===== config.mk =====
export PLATFORM = sky130hd
export DESIGN_NAME = niosv_soc_gpo_pulse
export DESIGN_NICKNAME = d
export VERILOG_FILES = /design/src/rtl/niosv_soc_gpo_pulse.sv
export SDC_FILE = /design/constraint.sdc
export NUM_CORES = 1
export LEC_CHECK = 0
export ABC_AREA = 1
export CAP_MARGIN = 10
export CORE_ASPECT_RATIO = 0.9
export CORE_UTILIZATION = 40
export CTS_CLUSTER_SIZE = 28
export DETAILED_ROUTE_END_ITERATION = 10
export DONT_BUFFER_PORTS = 1
export PLACE_DENSITY = 0.53
export SLEW_MARGIN = 10
export SYNTH_ARGS = -nofsm -noshare
export SYNTH_HDL_FRONTEND = slang
export SYNTH_SLANG_ARGS = --single-unit

===== constraint.sdc =====
create_clock -name clk -period 2.1 [get_ports clk]
set_input_delay 0.21 -clock clk [delete_from_list [all_inputs] [get_ports clk]]
set_output_delay 0.21 -clock clk [all_outputs]
set_load 0.02 [all_outputs]

===== src/rtl/niosv_soc_gpo_pulse.sv =====
// -----------------------------------------------------------------------------
// niosv_soc_gpo_pulse
//
// Avalon-MM general purpose output block. It holds a DATA register that drives
// the output pins. It can also fire a timed pulse that XORs a mask onto the
// pins for a programmable number of clock cycles.
//
// Optional feature macro: NIOSV_SOC_GPO_PULSE_IRQ_EN
//   defined   : IRQ_MASK register (addr 4, bit0) and a registered level irq
//               that follows done & IRQ_MASK[0].
//   undefined : irq is tied low, addr 4 reads 0 and writes to it are ignored.
//
// Register map (word addresses):
//   0 DATA      rw  output data, WIDTH bits
//   1 PULSE     wo  a nonzero mask starts a pulse while idle
//   2 PULSE_LEN rw  pulse length in cycles, 16 bits (0 behaves as 1)
//   3 STATUS    rw1c  bit0 busy, bit1 done (sticky), bit2 overrun (sticky)
//   4 IRQ_MASK  rw  bit0 enables irq on done
//   5 OUTSET    wo  ORs writedata into DATA
//   6 OUTCLR    wo  clears the DATA bits that are set in writedata
//   7 reserved      reads 0
//
// Ports:
//   clk        : clock, all logic on the rising edge
//   reset_n    : asynchronous active-low reset
//   address    : slave word address
//   chipselect : slave select
//   write_n    : active-low write strobe, qualified by chipselect
//   writedata  : write data, bits above WIDTH are ignored for DATA/PULSE
//   readdata   : registered read data, one cycle latency, zero-extended
//   out_port   : registered output pins
//   irq        : level interrupt signalling pulse completion
// -----------------------------------------------------------------------------
module niosv_soc_gpo_pulse #(
    parameter int          WIDTH       = 8,
    parameter logic [31:0] RESET_VALUE = 32'd0
) (
    input  logic             clk,
    input  logic             reset_n,
    input  logic [2:0]       address,
    input  logic             chipselect,
    input  logic             write_n,
    input  logic [31:0]      writedata,
    output logic [31:0]      readdata,
    output logic [WIDTH-1:0] out_port,
    output logic             irq
);

    typedef enum logic {
        ST_IDLE   = 1'b0,
        ST_ACTIVE = 1'b1
    } state_t;

    state_t           r_state;
    logic [WIDTH-1:0] r_data;
    logic [WIDTH-1:0] r_mask;
    logic [15:0]      r_cnt;
    logic [15:0]      r_len;
    logic             r_done;
    logic             r_overrun;
    logic [WIDTH-1:0] r_out_port;
    logic [31:0]      r_readdata;

    logic             w_wr;
    logic [WIDTH-1:0] w_wdata;
    logic [WIDTH-1:0] w_data_next;
    logic             w_pulse_wr;
    logic             w_start;
    logic             w_end;
    logic             w_active_next;
    logic [WIDTH-1:0] w_mask_next;
    logic             w_done_clr;
    logic             w_overrun_clr;
    logic             w_overrun_set;
    logic [31:0]      w_data_ext;
    logic [31:0]      w_rd_next;
    logic             w_irq_mask;
    logic             w_unused;

    // Parts of writedata are used only by some registers; reduce the bus so every bit is referenced.
    assign w_unused = ^writedata;

    // Write decode, next DATA value and pulse start/end conditions.
    always_comb begin
        w_wr          = chipselect & ~write_n;
        w_wdata       = writedata[WIDTH-1:0];
        w_data_next   = r_data;
        if (w_wr) begin
            case (address)
                3'd0:    w_data_next = w_wdata;
                3'd5:    w_data_next = r_data | w_wdata;
                3'd6:    w_data_next = r_data & ~w_wdata;
                default: w_data_next = r_data;
            endcase
        end else begin
            w_data_next = r_data;
        end
        w_pulse_wr    = w_wr && (address == 3'd1);
        w_start       = w_pulse_wr && (r_state == ST_IDLE) && (w_wdata != '0);
        w_overrun_set = w_pulse_wr && (r_state == ST_ACTIVE);
        w_end         = (r_state == ST_ACTIVE) && (r_cnt == 16'd1);
        w_active_next = w_start || ((r_state == ST_ACTIVE) && !w_end);
        if (w_start) begin
            w_mask_next = w_wdata;
        end else if (w_end) begin
            w_mask_next = '0;
        end else begin
            w_mask_next = r_mask;
        end
        w_done_clr    = w_wr && (address == 3'd3) && writedata[1];
        w_overrun_clr = w_wr && (address == 3'd3) && writedata[2];
    end

    // Read data mux; DATA is zero-extended through a 32-bit intermediate so WIDTH=32 also works.
    always_comb begin
        w_data_ext              = 32'd0;
        w_data_ext[WIDTH-1:0]   = r_data;
        case (address)
            3'd0:    w_rd_next = w_data_ext;
            3'd2:    w_rd_next = {16'd0, r_len};
            3'd3:    w_rd_next = {29'd0, r_overrun, r_done, (r_state == ST_ACTIVE)};
            3'd4:    w_rd_next = {31'd0, w_irq_mask};
            default: w_rd_next = 32'd0;
        endcase
    end

    // Pulse FSM with DATA, mask, counter, sticky flags and the output pins.
    always_ff @(posedge clk or negedge reset_n) begin
        if (!reset_n) begin
            r_state    <= ST_IDLE;
            r_data     <= RESET_VALUE[WIDTH-1:0];
            r_mask     <= '0;
            r_cnt      <= 16'd0;
            r_done     <= 1'b0;
            r_overrun  <= 1'b0;
            r_out_port <= RESET_VALUE[WIDTH-1:0];
        end else begin
            r_data <= w_data_next;
            r_mask <= w_mask_next;
            case (r_state)
                ST_IDLE: begin
                    if (w_start) begin
                        r_state <= ST_ACTIVE;
                        // A programmed length of 0 still produces a single-cycle pulse.
                        r_cnt   <= (r_len == 16'd0) ? 16'd1 : r_len;
                    end else begin
                        r_state <= ST_IDLE;
                        r_cnt   <= r_cnt;
                    end
                end
                ST_ACTIVE: begin
                    if (w_end) begin
                        r_state <= ST_IDLE;
                        r_cnt   <= 16'd0;
                    end else begin
                        r_state <= ST_ACTIVE;
                        r_cnt   <= r_cnt - 16'd1;
                    end
                end
                default: begin
                    r_state <= ST_IDLE;
                    r_cnt   <= 16'd0;
                end
            endcase
            // A set in the same cycle as its clear wins.
            if (w_end) begin
                r_done <= 1'b1;
            end else if (w_done_clr) begin
                r_done <= 1'b0;
            end else begin
                r_done <= r_done;
            end
            if (w_overrun_set) begin
                r_overrun <= 1'b1;
            end else if (w_overrun_clr) begin
                r_overrun <= 1'b0;
            end else begin
                r_overrun <= r_overrun;
            end
            // The pins are built from next-state values so a write shows up right after its edge.
            r_out_port <= w_data_next ^ (w_active_next ? w_mask_next : '0);
        end
    end

    // PULSE_LEN register and registered read data.
    always_ff @(posedge clk or negedge reset_n) begin
        if (!reset_n) begin
            r_len      <= 16'd0;
            r_readdata <= 32'd0;
        end else begin
            if (w_wr && (address == 3'd2)) begin
                r_len <= writedata[15:0];
            end else begin
                r_len <= r_len;
            end
            r_readdata <= w_rd_next;
        end
    end

`ifdef NIOSV_SOC_GPO_PULSE_IRQ_EN
    logic r_irq_mask;
    logic r_irq;

    // IRQ_MASK register and the registered interrupt level.
    always_ff @(posedge clk or negedge reset_n) begin
        if (!reset_n) begin
            r_irq_mask <= 1'b0;
            r_irq      <= 1'b0;
        end else begin
            if (w_wr && (address == 3'd4)) begin
                r_irq_mask <= writedata[0];
            end else begin
                r_irq_mask <= r_irq_mask;
            end
            r_irq <= r_done & r_irq_mask;
        end
    end

    assign w_irq_mask = r_irq_mask;
    assign irq        = r_irq;
`else
    assign w_irq_mask = 1'b0;
    assign irq        = 1'b0;
`endif

    assign readdata = r_readdata;
    assign out_port = r_out_port;

endmodule


* After elaboration in Yosys (flattened, before gate mapping)
Cells that the tools add are included.
** Storage, ports and cells
- Register bits after elaboration :: 91
- Input port bits :: 39
- Output and inout port bits :: 41
- Word-level logic and storage cells :: 58
** Operators by class
- Add/subtract/negate cells :: 1
- Equality and inequality tests :: 7
- Mux-type cells :: 17
- Bitwise gates (word level) :: 7
- Reduce and logical (&&, ||, !) cells :: 17
** Operator list (count)
- $mux W16 :: 3
- $pmux W16 S3 :: 1
- $mux W8 :: 4
- $pmux W16 S2 :: 1
- $pmux W8 S3 :: 1
- $eq A16 B1 Y1 const B :: 1
- $logic_not A16 Y1 :: 1
- $sub A16 B1 Y16 const B :: 1
- $logic_and A1 B1 Y1 :: 10
- $and A8 B8 Y8 :: 1
- $not A8 Y8 :: 1
- $or A8 B8 Y8 :: 1
- $reduce_bool A8 Y1 :: 1
- $xor A8 B8 Y8 :: 1
- $eq A3 B2 Y1 const B :: 2
- $eq A3 B3 Y1 const B :: 2
- $mux W1 :: 6
- $reduce_bool A2 Y1 :: 2
- $eq A3 B1 Y1 const B :: 1
- $logic_not A3 Y1 :: 1
- $ne A2 B2 Y1 const B :: 1
- $not A1 Y1 :: 2
- $pmux W1 S2 :: 1
- $and A1 B1 Y1 :: 1
- 2 further kinds :: 2

* Longest topological paths before layout
Gate-level depths: netlist of run 1.
- Word-level depth :: 8
- Gate-level depth with buffers :: 11
- Depth with buffers taken out :: 11

* Worst setup path after synthesis of run 1
Ideal clock, no wire load.
- Path type :: flip-flop to flip-flop
- From :: register r_cnt[4]
- To :: register r_cnt[2]
- Setup time :: 126 ps
- Arrival time :: 1332 ps
- Data required time :: 1974 ps
- Path slack :: 642 ps
- Cell stages (with the launch flop) :: 10
- Buffers on the path :: 1
- Period minus slack after synthesis :: 1458 ps
- Path through :: dfrtp_1 -> nor2_1 -> nand2_1 -> nor2_1 -> nand2_1 -> nand2_1 -> buf_4 -> o22ai_1 -> nand2_1 -> o21ai_0
** Between the ends
- Longest elaborated chain between the ends :: 4
** RTL lines
- start: declaration :: line 57 : logic [15:0] r_cnt;
- start signal: assignment :: line 145 : r_cnt <= (r_len == 16'd0) ? 16'd1 : r_len;
- start signal: assignment :: line 148 : r_cnt <= r_cnt;
- start signal: assignment :: line 157 : r_cnt <= r_cnt - 16'd1;
- $eq A16 B1 Y1 :: line 101 : w_end = (r_state == ST_ACTIVE) && (r_cnt == 16'd1);
- $logic_and A1 B1 Y1 :: line 101
- $mux W16 :: line 152 : if (w_end) begin
- $pmux W16 S2 :: line 140 : case (r_state)
Every way passes these cells.
A chain may end at the register's enable or synchronous reset.

* Worst setup path in the final report of run 1
- From :: register r_cnt[11]
- To :: register r_cnt[12]
** Between the ends
- Longest elaborated chain between the ends :: 4
- Elaborated cells between the ends (all ways) :: 5
- Classes of those cells :: add/sub (1); eq/ne (1); mux (2); reduce/logical (1)
** RTL lines (line)
- branches (longest 2 deep; another with $sub A16 B1 Y16)
- $mux W16 (*) :: 152
- $pmux W16 S2 (*) :: 140
Every way passes the cells marked *.

==> results of run 1 <==
==> how the worst max path moves through the flow <==
stage	startpoint	end	depth (start not counted)
finish	r_cnt[11]	r_cnt[12]	11
global route	r_cnt[11]	r_cnt[12]	11
detailed placement	r_cnt[11]	r_cnt[12]	11
global placement	r_state	r_cnt[5]	6
CTS	r_cnt[11]	r_cnt[12]	11
floorplan	r_cnt[4]	r_cnt[2]	9
==> critical path, cell delays in order, from the launching register on <==
cell and delay, ns:
dfrtp_1 0.44, nor2_1 0.23, nand2_1 0.10, nor2_1 0.15
nand2_1 0.07, nand2_1 0.08, buf_4 0.16, inv_1 0.15
nand3b_1 0.12, nand2_1 0.05, nand2_1 0.05, nand2_1 0.05
==> sequential cells by signal, indices dropped and copies added, names as in the netlist <==
signal     count
out_port       8
r_cnt         16
r_data         8
r_done         1
r_len         16
r_mask         8
r_overrun      1
r_state        1
readdata      16
==> cell type report <==
type                    instances  area, sq um
fillers                       940         5017
well taps                     122        152.6
clock inverters                 6        95.09
inverters                      71        266.5
multi-input cells             324         1546
flip-flops and latches         75         1877
clock buffers                  10        137.6
repair buffers                 12        115.1
==> per-stage QoR <==
| step | util (%) | power [mW] | hold slack, ns | cells |
|---|---|---|---|---|
| after floorplan | - | 2.026 | -0.08559 | 498 |
| after global placement | 42.47 | 2.094 | -0.08113 | 601 |
| after detailed placement | 42.47 | 2.101 | -0.08085 | 601 |
| after CTS | 45.51 | 3.450 | 0.002718 | 620 |
| after global routing | 45.51 | 3.575 | 0.009537 | 620 |
| final | 45.51 | 3.406 | 0.009592 | 620 |
==> synth_stat cells, types with 3 or more instances <==
library cell and number:
a21oi_1 19, buf_2 4, buf_4 19, buf_6 3, dfrtp_1 75, inv_1 67, nand2_1 118, nand2_2 5
nand2_4 3, nand3_1 43, nand3_2 7, nand4_1 6, nor2_1 51, nor3_1 3, o21ai_0 24, o221ai_1 3
o22ai_1 11, xor2_1 4
==> repair_timing <==
action                                  in CTS  in global routing
hold buffers                                 3                  0
endpoints found under the setup margin       0                  0
endpoints found under the hold margin       76                  0
==> logic make-up (layout without fill, tap and decap cells) <==
family,after synthesis,count (layout),share of synthesized area [%]
AOI/OAI and AO/OA,60,60,8.649
xor gates and xnor gates,6,6,1.371
adders and majority gates,2,2,0.6526
buffers and inverters,99,99,12.27
DFF,75,75,48.96
other,1,17,0.09782
and+or+nand+nor,239,239,28.00
==> report_power, final <==
| part | switching, mW | leakage (nW) | internal, mW | total (mW) |
|---|---|---|---|---|
| sequential | 0.137 | 0.927 | 1.60 | 1.74 |
| clock | 0.585 | 0.117 | 0.715 | 1.30 |
| combinational | 0.266 | 1.16 | 0.104 | 0.370 |
==> layer usage <==
metal	track usage, %	share of wire (%)	vias up
met3	4.486	5.1	6
met5	0	0	-
met4	5.399	0.82	0
met1	28.23	50	1440
li1	-	-	1513
met2	29.66	44	87
==> results.txt, run 1 <==
share of cells above drive strength 1 = 9.036%
CP startpoint kind = register
Die Ht = 94.88 um
CTS H-tree lvls = 3
final hold vios = 0
Worst slew margin = 61.89%
register area share after synthesis = 48.96%
Resize count post-CTS = 0
IO Port Bufs = 0
Area contributors post-synth = dfrtp_1 49%, nand2_1 12%, inv_1 6.6%
detailed-placement wirelength estimate = 6.393 mm
Post-DRT Antenna Nets = 0
origin of the critical flop-to-flop path = r_cnt[11]
synth warn = 0
Fin Setup TNS = 0 ns
f_max = 570.8 MHz
DR iter-0 viols = 126
Static Leak = 2.199 nW
DP Area = 3910 sq um
clk slew on worst S/H paths = 0.09 ns
skew final = 0.009819 ns
final std cell area, no fill = 4190 sq um
maxcap violations = 0
clock period minus worst slack = 1.752 ns
diodes inserted = 0
clock sink total = 75
Register-to-Register Path Depth = 11
Final Routed Wirelength = 9.051 mm
Mapped Cells = 482
Die X = 105.2 um
run status = finished clean
drt via density = 4.913
full die area = 9980 sq um
endpoints failing setup = 0
TritonCTS Buffers = 9
Cell variety after synth = 30
Post-synth top flop = dfrtp_1
DRC = 0
EDFF count, synth = 0
#FFs+latches synth = 75
Final Max Slew Viols = 0
pwr dens = 812.9 nW/um^2
Synth async-reset ratio = 100.0%
first-pass GRT wire length = 14.91 mm
Crit Path Max Fanout = 8
fin crit share = 83.42%
CP Capture Type = register
CTS Root Cell = clkbuf_8
total congestion overflow = 0
RSZ-0062 raised after global routing = false
most common cell after layout, fill and taps aside = nand2_1
Hold Crit Start = writedata[9]
Rows = 33
syn avg cell area = 7.954 sq um
Synth top area share = 48.96%
Initial Util = 41.64%
Vias = 3046
synthesized area = 3834 sq um
Tightest Hold Check Type = primary input to register
FF-to-FF setup slack = 0.35 ns
DR pass1 iterations = 4
gpl congestion = 0.8215
wire per inst = 14.60 um
WP data arrival = 1.99 ns
Post-CTS Setup Inserts = 0
clk buf depth = 2
io pins = 80
WP data required = 2.34 ns
worst-skew pair later-pin latency = 0.35 ns
area leader, netlist = dfrtp_1
largest net degree at the start of global routing = 76
Place WS = 0.3608 ns
Nets = 534
CTS tree = yes
min setup slack post-route = 0.3481 ns
initial antenna violation count = 0
WHS Path Cells = 2
VDD IR max = 0.0003629 V
most frequent cells in the layout = 118 x nand2_1, 75 x dfrtp_1, 67 x inv_1
RR Endpoint = r_cnt[12]
Core Region = 9208 sq um
Min-Delay Endpoint = r_len[9]
worst-margin pin slew = 0.5673 ns
vias in the first global route = 2990
GRT Overall Usage = 19.65%
worst setup path class = register to register
synthesis-to-layout area growth = 9.302%
(Power assumes the default switching activity.)
==> inputs of run 2 (changes only) <==
--- a/config.mk
+++ b/config.mk
@@ -5,14 +5,14 @@
 export SDC_FILE = /design/constraint.sdc
 export NUM_CORES = 1
 export LEC_CHECK = 0
-export ABC_AREA = 1
+export ABC_AREA = 0
 export CAP_MARGIN = 10
 export CORE_ASPECT_RATIO = 0.9
 export CORE_UTILIZATION = 40
 export CTS_CLUSTER_SIZE = 28
 export DETAILED_ROUTE_END_ITERATION = 10
 export DONT_BUFFER_PORTS = 1
-export PLACE_DENSITY = 0.53
+export PLACE_DENSITY = 0.55
 export SLEW_MARGIN = 10
 export SYNTH_ARGS = -nofsm -noshare
 export SYNTH_HDL_FRONTEND = slang
==> constraint.sdc (replaced) <==
create_clock -name clk -period 1.4 [get_ports clk]
set_input_delay 0.14 -clock clk [delete_from_list [all_inputs] [get_ports clk]]
set_output_delay 0.14 -clock clk [all_outputs]
set_load 0.02 [all_outputs]
==> run 2 against run 1 <==
Net effect:
- the flow now finishes with violations (negative hold slack, negative setup slack)
- first-iteration DRC count grew 52%
- critical path depth shrank 5
- setup slack lost 0.61 ns
- maximum frequency grew 5.4%
- clock skew grew 0.0029 ns
- cell count shrank 10%
- total power grew 49%
- hold slack lost 0.53 ns
- highest routed layer unchanged
==> results.txt, run 2 <==
final non-filler cell total = 556
CP Capture Type = register
Area contributors post-synth = dfrtp_1 51%, mux2_2 6.1%, buf_4 3.6%
Compound-Gate Fraction of Synth Area = 17.20%
Mapped Cells = 352
multiplexer area fraction after synthesis = 8.499%
synthesis-to-layout area growth = 33.83%
CTS Root Cell = clkbuf_8
synthesized area = 3710 sq um
clk buf depth = 2
Static Leak = 2.143 nW
M1 GR Usage = 30.69%
register area share after synthesis = 50.59%
fin crit share = 118.8%
Synth async-reset ratio = 100.0%
most frequent cells in the layout = 72 x dfrtp_1, 56 x buf_4, 28 x nand2_1, 28 x dlygate4sd3_1, 19 x mux2_2
Place WS = -0.3954 ns
Comb power frac = 15.3%
io pins = 80
Flop pwr share = 51.2%
Core Region = 8768 sq um
Initial Util = 42.31%
max incr delay on CP = 0.42 ns
placed cells = 504
CTS tree = yes
Rows = 32
xor-xnor portion of the synthesized cell area = 2.125%
Vias = 3050
GRT Overall Usage = 21.76%
combinational family with the most area after synthesis = compound AO/OA/AOI/OAI gates
WP data required = 1.66 ns
syn avg cell area = 10.54 sq um
Post-synth top flop = dfrtp_1
IO Port Bufs = 0
detailed-placement wirelength estimate = 6.454 mm
#FFs+latches synth = 75
Synth top area share = 50.59%
skew final = 0.01274 ns
simple-gate share of the synthesized area = 13.73%
most numerous cell in the Yosys netlist = dfrtp_1
internal power = 3.627 mW
Nets = 473
FF-to-FF setup slack = -0.26 ns
CP startpoint kind = register
Tightest Hold Check Type = primary input to async pin
most common cell after layout, fill and taps aside = dfrtp_1
DR iter-0 viols = 192
Synth Area in Adders = 0.6745%
area leader, netlist = dfrtp_1
commonest cells in the netlist = 75 x dfrtp_1, 29 x nand2_1, 20 x a21oi_1, 20 x mux2_2, 19 x nor2_1
Crit path max-delay family = simple AND/OR/NAND/NOR gates
Post-DRT Antenna Nets = 0
pwr dens = 1023 nW/um^2
CTS H-tree lvls = 3
clock sink total = 75
drt via density = 5.486
first-pass GRT wire length = 16.32 mm
WP buf/inv = 1
EDFF count, synth = 0
VDD IR max = 0.0006351 V
final hold vios = 87
Cell variety after synth = 52
Switching Power = 1.453 mW
failing checks = negative hold slack, negative setup slack
min setup slack post-route = -0.2629 ns
vias in the first global route = 3017
Final Max Slew Viols = 0
slowest stage cell, crit path = dfrtp_1
critical-path cell list = nor4_4, and3_4, a21oi_4, buf_12, a22oi_1, xnor2_1
clock power share = 33.6%
Final Routed Wirelength = 9.983 mm
f_max = 601.4 MHz
clk slew on worst S/H paths = 0.09 ns
share of cells above drive strength 1 = 32.95%
Die X = 103.5 um
RSZ-0062 raised after global routing = true
worst-skew pair later-pin latency = 0.35 ns
Crit Path Max Fanout = 14
worst setup path class = register to register
DRC = 0
run status = finished with violations
Fillers = 773
Post-CTS Hold Fix Bufs = 30
maxcap violations = 0
Switching Share = 28.60%
DR pass1 iterations = 4
synth warn = 0
M2 GR Usage = 34.23%
endpoints failing setup = 34
Min Hold Slack = -0.5212 ns
clock period minus worst slack = 1.663 ns
wire per inst = 17.96 um
gpl congestion = 0.8473
initial antenna violation count = 0
diodes inserted = 0
WP data arrival = 1.93 ns
met3 Resource Use GR = 4.321%
largest net degree at the start of global routing = 76
full die area = 9664 sq um
TritonCTS Buffers = 9
Most Used Layer, Global Route = met2
total congestion overflow = 0
Die Ht = 93.36 um
==> run 2: changes by cell type in the layout (fill, tap and decap cells not counted), sizes merged, moves of 10 or more <==
cell,change
nor2,-32
mux2,+20
buf,+52
a22oi,+10
nand3,-44
and3,+10
inv,-60
nor4,+11
dlygate4sd3,+26
o21ai,-19
nand2,-97
==> run 2: through the flow <==
stage	power (mW)	TNS, ns	instance area [sq um]	hold slack [ns]	util (%)
after CTS	5.060	-6.559	4851	-0.5326	55.32
after detailed placement	3.262	-10.48	4252	-0.1534	48.49
after floorplan	3.015	-4.154	3924	-0.1556	-
after global routing	5.276	-9.776	4965	-0.5458	56.62
after global placement	3.258	-9.004	4252	-0.1532	48.49
final	5.080	-6.809	4965	-0.5212	56.62
==> run 2: cell type report <==
type	instances	area, sq um	area share, %
Clock buffer	9	123.9	2.495
Clock inverter	7	76.32	1.537
Inverter	11	41.29	0.8317
Multi-Input combinational cell	245	1908	38.43
Sequential cell	75	1881	37.88
Tap cell	119	148.9	2.999
Timing Repair Buffer	90	785.8	15.83
==> run 2: logic make-up after synthesis <==
family / count (synthesis)
muxes: 29
and+or+nand+nor: 98
buffers and inverters: 48
other: 1
xor gates and xnor gates: 9
AOI/OAI and AO/OA: 90
adders and majority gates: 2
DFF: 75
==> run 2: final timing paths <==
path | from | end | depth (start not counted)
max | r_cnt[13] | out_port[7] | 6
min | reset_n | out_port[4] | 0
max reg2reg | r_cnt[13] | out_port[7] | 6
min reg2reg | r_mask[7] | r_mask[7] | 1
max in group asynchronous | reset_n | readdata[2] | 0
min in group clk | address[1] | r_overrun | 1
==> run 2: metal layers <==
layer | routed length (um) | part of all wire [%]
met1 | 4814 | 48
met2 | 4624 | 46
met3 | 449 | 4.5
met4 | 95 | 0.95
met5 | 0 | 0
==> run 2: what timing repair did <==
action | in CTS | in global routing
resized for setup | 20 | 21
pin swaps | 12 | 12
setup buffers | 3 | 6
cloned | 0 | 0
hold endpoints to repair | 128 | 87
setup endpoints to repair | 34 | 36
==> run 2: power by group through the flow <==
stage / Combinational (mW) / Clock (mW) / Sequential (mW)
after floorplan: 0.452 / 0 / 2.56
after global placement: 0.629 / 0 / 2.63
after global routing: 0.838 / 1.82 / 2.62
after CTS: 0.737 / 1.73 / 2.59
after detailed placement: 0.637 / 0 / 2.63
final: 0.775 / 1.71 / 2.60
==> inputs of run 3 (changes only) <==
--- a/config.mk
+++ b/config.mk
@@ -9,10 +9,12 @@
 export CAP_MARGIN = 10
 export CORE_ASPECT_RATIO = 0.9
 export CORE_UTILIZATION = 40
+export CTS_CLUSTER_DIAMETER = 200
 export CTS_CLUSTER_SIZE = 28
 export DETAILED_ROUTE_END_ITERATION = 10
 export DONT_BUFFER_PORTS = 1
 export PLACE_DENSITY = 0.55
+export SKIP_CTS_REPAIR_TIMING = 1
 export SLEW_MARGIN = 10
 export SYNTH_ARGS = -nofsm -noshare
 export SYNTH_HDL_FRONTEND = slang
==> run 3 against run 2 <==
Net effect:
- the flow still finishes with violations (negative hold slack, negative setup slack)
- clock skew grew 0.0020 ns
- hold slack better by 0.0022 ns
- largest cell class is now sequential cells
- first-iteration DRC count is 16% higher
- utilization is 1.0 points lower
- maximum frequency down 5.9%
- flip-flop and latch count did not move
- count of clock-buffer cells in the layout is the same
- cell count down 1.1%
- via count grew 0.39%
- combinational power shrank 5.3%
==> results.txt, run 3 (synthesized netlist as in run 2, its figures left out) <==
run status = finished with violations
failing checks = negative hold slack, negative setup slack
worst setup path class = register to register
Most Used Layer, Global Route = met2
Core Region = 8768 sq um
FF/Latch Area = 1879 sq um
Crit Path Max Fanout = 8
initial antenna violation count = 0
Fin Setup TNS = -10.06 ns
RSZ-0062 raised after global routing = true
placed cells = 504
met3 Resource Use GR = 3.833%
most frequent cells in the layout = 73 x dfrtp_1, 52 x buf_4, 28 x nand2_1
total congestion overflow = 0
gpl congestion = 0.8473
Post-DRT Antenna Nets = 0
first-pass GRT wire length = 15.37 mm
Place WS = -0.3954 ns
WP data required = 1.63 ns
skew final = 0.01470 ns
io pins = 80
CTS tree = yes
final non-filler cell total = 550
Initial Util = 42.31%
full die area = 9664 sq um
DRC = 0
clock sink total = 75
detailed-placement wirelength estimate = 6.454 mm
TritonCTS Buffers = 9
WP data arrival = 2.00 ns
endpoints failing setup = 34
Die X = 103.5 um
fin crit share = 126.2%
Rows = 32
vias in the first global route = 2869
wire per inst = 17.92 um
DR pass1 iterations = 4
final hold vios = 86
DR iter-0 viols = 222
min setup slack post-route = -0.3664 ns
Nets = 467
clk slew on worst S/H paths = 0.08 ns
synthesis-to-layout area growth = 31.47%
CTS H-tree lvls = 3
CTS Root Cell = clkbuf_8
Multi-input gate area = 1873 sq um
Die Ht = 93.36 um
largest net degree at the start of global routing = 76
CP Capture Type = register
most common cell after layout, fill and taps aside = dfrtp_1
M1 GR Usage = 29.92%
Fillers = 789
Tightest Hold Check Type = primary input to async pin
M2 GR Usage = 30.87%
CP startpoint kind = register
Static Leak = 2.105 nW
maxcap violations = 0
worst-skew pair later-pin latency = 0.34 ns
clock period minus worst slack = 1.766 ns
Final Max Slew Viols = 0
Final Routed Wirelength = 9.857 mm
VDD IR max = 0.0006343 V
origin of the critical flop-to-flop path = r_cnt[12]
f_max = 566.1 MHz
drt via density = 5.567
share of cells above drive strength 1 = 31.32%
diodes inserted = 0
Min Hold Slack = -0.5190 ns
CP startpoint = r_cnt[12]
Vias = 3062
pwr dens = 1029 nW/um^2
IO Port Bufs = 0
clk buf depth = 2
GRT Overall Usage = 20.44%
[run 3: cell count changes in the layout (fill, tap and decap cells not counted), moves of 2 or more]
cell       previous run  this run
buf_4                56        52
a2bb2oi_1             3         1
and2_4                2         0
a2bb2oi_2             0         2
[run 3: routing by layer]
layer	wire (um)	part of all wire, %	up-vias
met5	0	0	-
met4	131	1.3	0
met3	484	4.9	13
met2	4587	47	112
met1	4654	47	1520
li1	-	-	1417
[run 3: power by group]
part / internal (mW) / total (mW) / switching [mW]
clock: 0.832 / 1.69 / 0.861
combinational: 0.410 / 0.734 / 0.324
sequential: 2.35 / 2.59 / 0.235
[run 3: metrics by stage]
stage	total power [mW]	area [sq um]	utilization [%]	hold slack [ns]
after global routing	5.213	4877	55.62	-0.5458
after floorplan	3.015	3924	-	-0.1556
after CTS	4.956	4452	50.77	-0.5326
final	5.017	4877	55.62	-0.5190
after detailed placement	3.262	4252	48.49	-0.1534
after global placement	3.258	4252	48.49	-0.1532
[run 3: critical path: stages, from the launching register on]
cell	delay [ns]
dfrtp_2	0.45
nor4_4	0.38
nand3_2	0.20
buf_6	0.17
nor2_4	0.12
a21oi_4	0.12
a22o_1	0.20
[run 3: worst paths after layout]
path,endpoint,slack (ns),cells past startpoint
setup / recovery,r_mask[0],-0.37,6
hold / removal,out_port[6],-0.52,0
setup reg to reg,r_mask[0],-0.37,6
hold reg to reg,r_mask[7],0.51,1
max in group asynchronous,r_cnt[1],1.79,0
min in group clk,r_overrun,-0.09,1
[run 3: layout make-up]
class                           instances  area share [%]
Clock buffer                            9           2.540
Clock inverter                          7           1.565
Inverter                               11          0.8466
Multi-Input combinational cell        245           38.40
Sequential cell                        75           38.53
Tap cell                              119           3.053
Timing Repair Buffer                   84           15.06
